**src/rtl/bus_retry_controller_if.sv**
```systemverilog
// Requester/bus/watchdog signal bundle for bus_retry_controller.
// The master modport is the controller side; the slave modport is the environment side.
interface bus_retry_controller_if #(
  parameter int ADDR_W = 8,
  parameter int RC_W   = 2
);
  logic              cmd_valid;
  logic [ADDR_W-1:0] cmd_addr;
  logic              cmd_ready;
  logic              bus_req;
  logic [ADDR_W-1:0] bus_addr;
  logic              bus_ack;
  logic              start_transaction;
  logic              complete_transaction;
  logic              timeout_error;
  logic              done;
  logic              fail;
  logic [RC_W-1:0]   retry_count;
  logic [15:0]       total_timeouts;

  modport master (
    input  cmd_valid, cmd_addr, bus_ack, timeout_error,
    output cmd_ready, bus_req, bus_addr, start_transaction, complete_transaction,
           done, fail, retry_count, total_timeouts
  );

  modport slave (
    output cmd_valid, cmd_addr, bus_ack, timeout_error,
    input  cmd_ready, bus_req, bus_addr, start_transaction, complete_transaction,
           done, fail, retry_count, total_timeouts
  );
endinterface

```
**src/rtl/bus_retry_controller.sv**
```systemverilog
// Launches one bus command at a time, retries it after a fixed backoff on watchdog
// timeout, and reports done or fail once the attempts are exhausted.
module bus_retry_controller #(
  parameter int ADDR_W         = 8,
  parameter int MAX_RETRIES    = 3,
  parameter int BACKOFF_CYCLES = 4,
  parameter int RC_W           = 2
) (
  input  logic                    clk,
  input  logic                    reset,
  bus_retry_controller_if.master  bus
);

  localparam int BO_W = (BACKOFF_CYCLES > 1) ? $clog2(BACKOFF_CYCLES) : 1;

  typedef enum logic [1:0] {IDLE, ISSUE, WAIT, BACKOFF} state_t;

  state_t            state_q, state_d;
  logic [ADDR_W-1:0] addr_q, addr_d;
  logic [RC_W-1:0]   rc_q, rc_d;
  logic [15:0]       total_timeouts_q, total_timeouts_d;
  logic [BO_W-1:0]   bo_q, bo_d;
  logic              done_q, done_d;
  logic              fail_q, fail_d;
  logic              cmpl_q, cmpl_d;

  function automatic logic [15:0] sat_inc16(input logic [15:0] v);
    return (v == 16'hFFFF) ? v : v + 16'd1;
  endfunction

  always_comb begin
    state_d          = state_q;
    addr_d           = addr_q;
    rc_d             = rc_q;
    total_timeouts_d = total_timeouts_q;
    bo_d             = bo_q;
    done_d           = 1'b0;
    fail_d           = 1'b0;
    cmpl_d           = 1'b0;
    case (state_q)
      IDLE: begin
        if (bus.cmd_valid) begin
          addr_d  = bus.cmd_addr;
          rc_d    = '0;
          state_d = ISSUE;
        end
      end
      ISSUE, WAIT: begin
        state_d = WAIT;
        // Ack takes priority: a completed transfer is never retried.
        if (bus.bus_ack) begin
          cmpl_d  = 1'b1;
          done_d  = 1'b1;
          state_d = IDLE;
        end else if (bus.timeout_error) begin
          total_timeouts_d = sat_inc16(total_timeouts_q);
          cmpl_d           = 1'b1;
          if (rc_q == RC_W'(MAX_RETRIES)) begin
            fail_d  = 1'b1;
            state_d = IDLE;
          end else begin
            rc_d    = rc_q + 1'b1;
            bo_d    = BO_W'(BACKOFF_CYCLES - 1);
            state_d = BACKOFF;
          end
        end
      end
      BACKOFF: begin
        if (bo_q == '0) begin
          state_d = ISSUE;
        end else begin
          bo_d = bo_q - 1'b1;
        end
      end
      default: state_d = IDLE;
    endcase
  end

  always_ff @(posedge clk) begin
    if (reset) begin
      state_q          <= IDLE;
      addr_q           <= '0;
      rc_q             <= '0;
      total_timeouts_q <= '0;
      bo_q             <= '0;
      done_q           <= 1'b0;
      fail_q           <= 1'b0;
      cmpl_q           <= 1'b0;
    end else begin
      state_q          <= state_d;
      addr_q           <= addr_d;
      rc_q             <= rc_d;
      total_timeouts_q <= total_timeouts_d;
      bo_q             <= bo_d;
      done_q           <= done_d;
      fail_q           <= fail_d;
      cmpl_q           <= cmpl_d;
    end
  end

  assign bus.cmd_ready            = (state_q == IDLE);
  assign bus.bus_req              = (state_q == ISSUE) || (state_q == WAIT);
  assign bus.start_transaction    = (state_q == ISSUE);
  assign bus.complete_transaction = cmpl_q;
  assign bus.done                 = done_q;
  assign bus.fail                 = fail_q;
  assign bus.bus_addr             = addr_q;
  assign bus.retry_count          = rc_q;
  assign bus.total_timeouts       = total_timeouts_q;

endmodule

```
**src/flat_wrapper.sv**
```systemverilog
// flat-port wrapper written by rule: the top's interface ports become plain ports
module bus_retry_controller_flat 
#(
  parameter int ADDR_W         = 8,
  parameter int MAX_RETRIES    = 3,
  parameter int BACKOFF_CYCLES = 4,
  parameter int RC_W           = 2
)
  (clk, reset, bus_cmd_valid, bus_cmd_addr, bus_bus_ack, bus_timeout_error, bus_cmd_ready, bus_bus_req, bus_bus_addr, bus_start_transaction, bus_complete_transaction, bus_done, bus_fail, bus_retry_count, bus_total_timeouts);
  bus_retry_controller_if #(.ADDR_W(ADDR_W), .RC_W(RC_W)) bus_i ();
  input  logic clk;
  input  logic reset;
  input wire logic [$bits(bus_i.cmd_valid)-1:0] bus_cmd_valid;
  input wire logic [$bits(bus_i.cmd_addr)-1:0] bus_cmd_addr;
  input wire logic [$bits(bus_i.bus_ack)-1:0] bus_bus_ack;
  input wire logic [$bits(bus_i.timeout_error)-1:0] bus_timeout_error;
  output wire logic [$bits(bus_i.cmd_ready)-1:0] bus_cmd_ready;
  output wire logic [$bits(bus_i.bus_req)-1:0] bus_bus_req;
  output wire logic [$bits(bus_i.bus_addr)-1:0] bus_bus_addr;
  output wire logic [$bits(bus_i.start_transaction)-1:0] bus_start_transaction;
  output wire logic [$bits(bus_i.complete_transaction)-1:0] bus_complete_transaction;
  output wire logic [$bits(bus_i.done)-1:0] bus_done;
  output wire logic [$bits(bus_i.fail)-1:0] bus_fail;
  output wire logic [$bits(bus_i.retry_count)-1:0] bus_retry_count;
  output wire logic [$bits(bus_i.total_timeouts)-1:0] bus_total_timeouts;
  assign bus_i.cmd_valid = bus_cmd_valid;
  assign bus_i.cmd_addr = bus_cmd_addr;
  assign bus_i.bus_ack = bus_bus_ack;
  assign bus_i.timeout_error = bus_timeout_error;
  assign bus_cmd_ready = bus_i.cmd_ready;
  assign bus_bus_req = bus_i.bus_req;
  assign bus_bus_addr = bus_i.bus_addr;
  assign bus_start_transaction = bus_i.start_transaction;
  assign bus_complete_transaction = bus_i.complete_transaction;
  assign bus_done = bus_i.done;
  assign bus_fail = bus_i.fail;
  assign bus_retry_count = bus_i.retry_count;
  assign bus_total_timeouts = bus_i.total_timeouts;
  bus_retry_controller #(.ADDR_W(ADDR_W), .MAX_RETRIES(MAX_RETRIES), .BACKOFF_CYCLES(BACKOFF_CYCLES), .RC_W(RC_W)) u_core (.clk(clk), .reset(reset), .bus(bus_i));
endmodule
```
**config.mk**
```make
export PLATFORM = sky130hd
export DESIGN_NAME = bus_retry_controller_flat
export DESIGN_NICKNAME = d
export VERILOG_FILES = /design/src/rtl/bus_retry_controller_if.sv /design/src/rtl/bus_retry_controller.sv /design/src/flat_wrapper.sv
export SDC_FILE = /design/constraint.sdc
export NUM_CORES = 1
export LEC_CHECK = 0
export ABC_CLOCK_PERIOD_IN_PS = 1800
export CORE_ASPECT_RATIO = 0.9
export CORE_MARGIN = 2
export CORE_UTILIZATION = 42
export DETAILED_ROUTE_END_ITERATION = 8
export GPL_ROUTABILITY_DRIVEN = 0
export PLACE_DENSITY = 0.75
export SLEW_MARGIN = 10
export SYNTH_ARGS = -nofsm -noshare
export SYNTH_HDL_FRONTEND = slang
export SYNTH_SLANG_ARGS = --single-unit
```
**constraint.sdc**
```tcl
create_clock -name clk -period 1.8 [get_ports clk]
set_clock_uncertainty 0.15 [all_clocks]
set_input_delay 0.36 -clock clk [delete_from_list [all_inputs] [get_ports clk]]
set_output_delay 0.36 -clock clk [all_outputs]
set_load 0.02 [all_outputs]
```
==> impl_metrics.csv, run 1 <==
group,metric,value,unit
run_status,status,"finished, violations left",
run_status,violations,"negative setup slack",
placement,dp.cells,289,
die,core_area,3428,um^2
worst_hold_path,min_path_cells,2,
setup_path,cp_data_required_time,1.83,ns
yosys,synth.yosys.seq_area_share,0.4342,
layout,fill_cells,262,
clock_tree,cts-root-buf,"clkbuf_8",
pwr,p_leak,0.001083,uW
route,ant_nets,0,
die,initial_core_util,0.4438,
sta,rsz0062_at_grt,"yes",
sta,slew_headroom,0.7936,
setup_path,cpLargestDelayFamily,"simple AND/OR/NAND/NOR gates",
die,rows,20,
setup_path,r2r_setup_slack,-0.05,ns
route,viasPerCell,5.139,
setup_path,path_buf_inv,1,
yosys,yosys_warnings,0,
sta,final.min_clock_period,1.849,ns
grt,grt.overflow.total,0,
setup_path,cp.arrival,1.88,ns
grt,grt_max_degree,21,
worst_hold_path,min_to,"u_core.bus.bus_addr[1]",
yosys,synthCells,176,
grt,first_global_vias,1442,
grt,grt_pass1_wl,6.313,mm
worst_hold_path,hp-class,"flop to flop",
layout,final_cells,303,
sta,slew_violations,0,
layout,regArea,665.6,um^2
layout,multi_input_area,978.4,um^2
pwr,vdd_drop_max,0.5969,mV
sta,fin_crit_sh,1.027,
yosys,synth_fp_nets,195,
route,wirelength,4.320,mm
setup_path,r2r-start,"u_core.state_q[1]",
sta,setup_slack,-0.04924,ns
setup_path,slowest_stage,"dfxtp_2",
placement,place_area,2262,um^2
sta,setup_viol_count_final,12,
clock_tree,cts-htree-levels,2,
clock_tree,cts.sinks,33,
grt,antenna_found_initial,0,
layout,num_antenna_cells,0,
layout,area_delta_synth_final,67.76,%
placement,port-buffer-count,44,
setup_path,path_class,"flop to flop",
grt,grt_usage,0.2044,
sta,finalHoldViolCount,0,
layout,final_area,2552,um^2
route,vias,1557,
die,io_pins,45,
job,max-cap-violations,0,
clock_tree,cts_buffers,5,
setup_path,cpPeakStageDelay,0.33,ns
setup_path,cp_max_fo,7,
layout,drive_gt1_frac,0.2857,
clock_tree,cts.path.max_buffers,2,
clock_tree,insertion_delay,0.28,ns
placement,dpl.hpwl,2.705,mm
worst_hold_path,hp-start,"u_core.bus.bus_addr[1]",
setup_path,cp_cell_sequence,"inv_2 > ha_4 > and4b_2 > nand3_4 > nor4_4 > xnor2_1 > nor2_1",
die,fp.dieH,61.10,um
die,dieArea,4121,um^2
route,drtPass1Iterations,4,
clock_tree,cts.clk_slew.worst_paths,0.07,ns
clock_tree,cts_tree,"done",
pwr,power.total,2075,uW
layout,nNetsFinal,277,
yosys,synth.distinct_cells,34,
yosys,syn-cell-area,1521,um^2
setup_path,r2r_cells,7,
setup_path,crit_path_start_kind,"flop",
setup_path,r2r-end,"u_core.bus.total_timeouts[10]",
route,wire_per_inst,14.26,um
clock_tree,hold_buffers,0,
sta,worstMarginPinSlew,0.3084,ns
yosys,syn_area_per_cell,8.645,um^2
die,chipWidth,67.45,um
pwr,p_per_area,812.9,nW/um^2
layout,finish.utilization,0.7445,
sta,max_freq,540.8,MHz
route,drt_iter0_markers,86,
setup_path,crit_path_end_kind,"flop",
yosys,synth_seq_cells,33,
route,drc,0,
sta,hold_ws,0.3051,ns
registers in the layout (all words and copies together) (netlist names):
name,cells
u_core.bus.retry_count,2
u_core.state_q,2
u_core.bus.total_timeouts,16
u_core.bus.bus_addr,8
u_core.bo_q,2
u_core.bus.fail,1
u_core.bus.complete_transaction,1
u_core.bus.done,1
kinds of logic (layout without fill, tap and decap cells):
kind of cell,after synthesis,count (layout),synth area share
AND/OR/NAND/NOR,84,84,0.2977
flip-flops,33,33,0.4342
AO/OA/AOI/OAI,27,27,0.1020
XOR/XNOR,12,12,0.06908
buffers and inverters,11,94,0.02714
adder cells (fa/ha/maj),6,6,0.04934
multiplexers,3,3,0.02056
placed cells by master (no fill, tap or decap), types with 3 or more instances in the layout:
master,n
buf_4,35
dfxtp_1,29
clkdlybuf4s50_1,23
nor2_1,22
dlygate4sd2_1,18
nand2_1,16
nand3_1,13
a21oi_1,13
xnor2_1,10
o21ai_0,6
nor3_2,5
ha_1,5
clkbuf_8,5
inv_1,4
nand4_1,4
dfxtp_2,4
nor4_4,3
routing by layer:
| metal | routed length (um) | global-route usage |
|---|---|---|
| met1 | 1996 | 0.2721 |
| met5 | 0 | 0 |
| met3 | 197 | 0.04022 |
| met4 | 46 | 0.08746 |
| met2 | 2079 | 0.3267 |
worst max-delay path by stage:
| stage | slack, ns | start | end | depth (start not counted) |
|---|---|---|---|---|
| final | -0.05 | u_core.state_q[1] | u_core.bus.total_timeouts[10] | 7 |
| after CTS | -0.03 | u_core.state_q[1] | u_core.bus.total_timeouts[12] | 7 |
| after global routing | -0.16 | u_core.state_q[1] | u_core.bus.total_timeouts[14] | 7 |
| after global placement | -0.32 | bus_bus_ack | u_core.bus.total_timeouts[13] | 6 |
| after detailed placement | -0.38 | bus_bus_ack | u_core.bus.total_timeouts[13] | 6 |
| after floorplan | -0.1 | u_core.state_q[0] | u_core.bus.total_timeouts[13] | 7 |
layout make-up:
cell class / count / share of cell area
timing repair buffer: 80 / 0.2730
clock inverter: 3 / 0.02549
multi-input combinational: 132 / 0.3833
tap: 44 / 0.02157
inverter: 6 / 0.008824
sequential: 33 / 0.2608
clock buffer: 5 / 0.02696
where the power goes:
group / internal, uW / switching [uW]
sequential: 773 / 22.1
clock: 550 / 277
combinational: 222 / 231
worst reg2reg max path: stages (launching register included):
cell and delay [ns]:
dfxtp_2 0.33, inv_2 0.05, ha_4 0.27, and4b_2 0.29, nand3_4 0.17, nor4_4 0.27
xnor2_1 0.15, nor2_1 0.06
per-stage QoR:
stage	setup TNS, ns	setup slack [ns]
finish	-0.3207	-0.04924
global route	-1.728	-0.1581
CTS	-0.04613	-0.03278
detailed placement	-4.643	-0.3819
global placement	-4.097	-0.3194
floorplan	-0.3974	-0.09541
synth_stat cells, drive strengths merged:
| master | count | share of area |
|---|---|---|
| nand2b | 1 | 0.0041 |
| mux2 | 1 | 0.0074 |
| inv | 6 | 0.015 |
| ha | 6 | 0.049 |
| and2 | 2 | 0.0082 |
| and4b | 1 | 0.0066 |
| nor2b | 2 | 0.0082 |
| o21bai | 1 | 0.0049 |
| and4 | 1 | 0.0058 |
| a311oi | 1 | 0.0058 |
| a211oi | 1 | 0.0049 |
| nor4 | 3 | 0.022 |
| a21bo | 1 | 0.0066 |
| xnor2 | 12 | 0.069 |
| nand4 | 5 | 0.030 |
| nor3 | 9 | 0.030 |
| nor4b | 2 | 0.012 |
| a221oi | 1 | 0.0058 |
| or3 | 2 | 0.012 |
| nand3 | 14 | 0.049 |
| clkbuf | 5 | 0.012 |
| nand2 | 16 | 0.039 |
| nand3b | 2 | 0.0099 |
| nor2 | 24 | 0.061 |
| o21ai | 7 | 0.023 |
| dfxtp | 33 | 0.43 |
| a21oi | 14 | 0.046 |
| o21a | 1 | 0.0049 |
| mux2i | 2 | 0.013 |
timing repair:
item | in CTS | in global routing
endpoints found under the setup margin | 29 | 22
gates resized for setup | 26 | 21
setup buffers | 3 | 3
pin swaps | 3 | 6
Note: power is estimated with default switching activity, not from simulation.
==> run 2, diff against run 1 <==
GPL_ROUTABILITY_DRIVEN = default   (was 0)
==> results of run 2 <==
The final DEF is identical to that of run 1; final timing and power are the same.
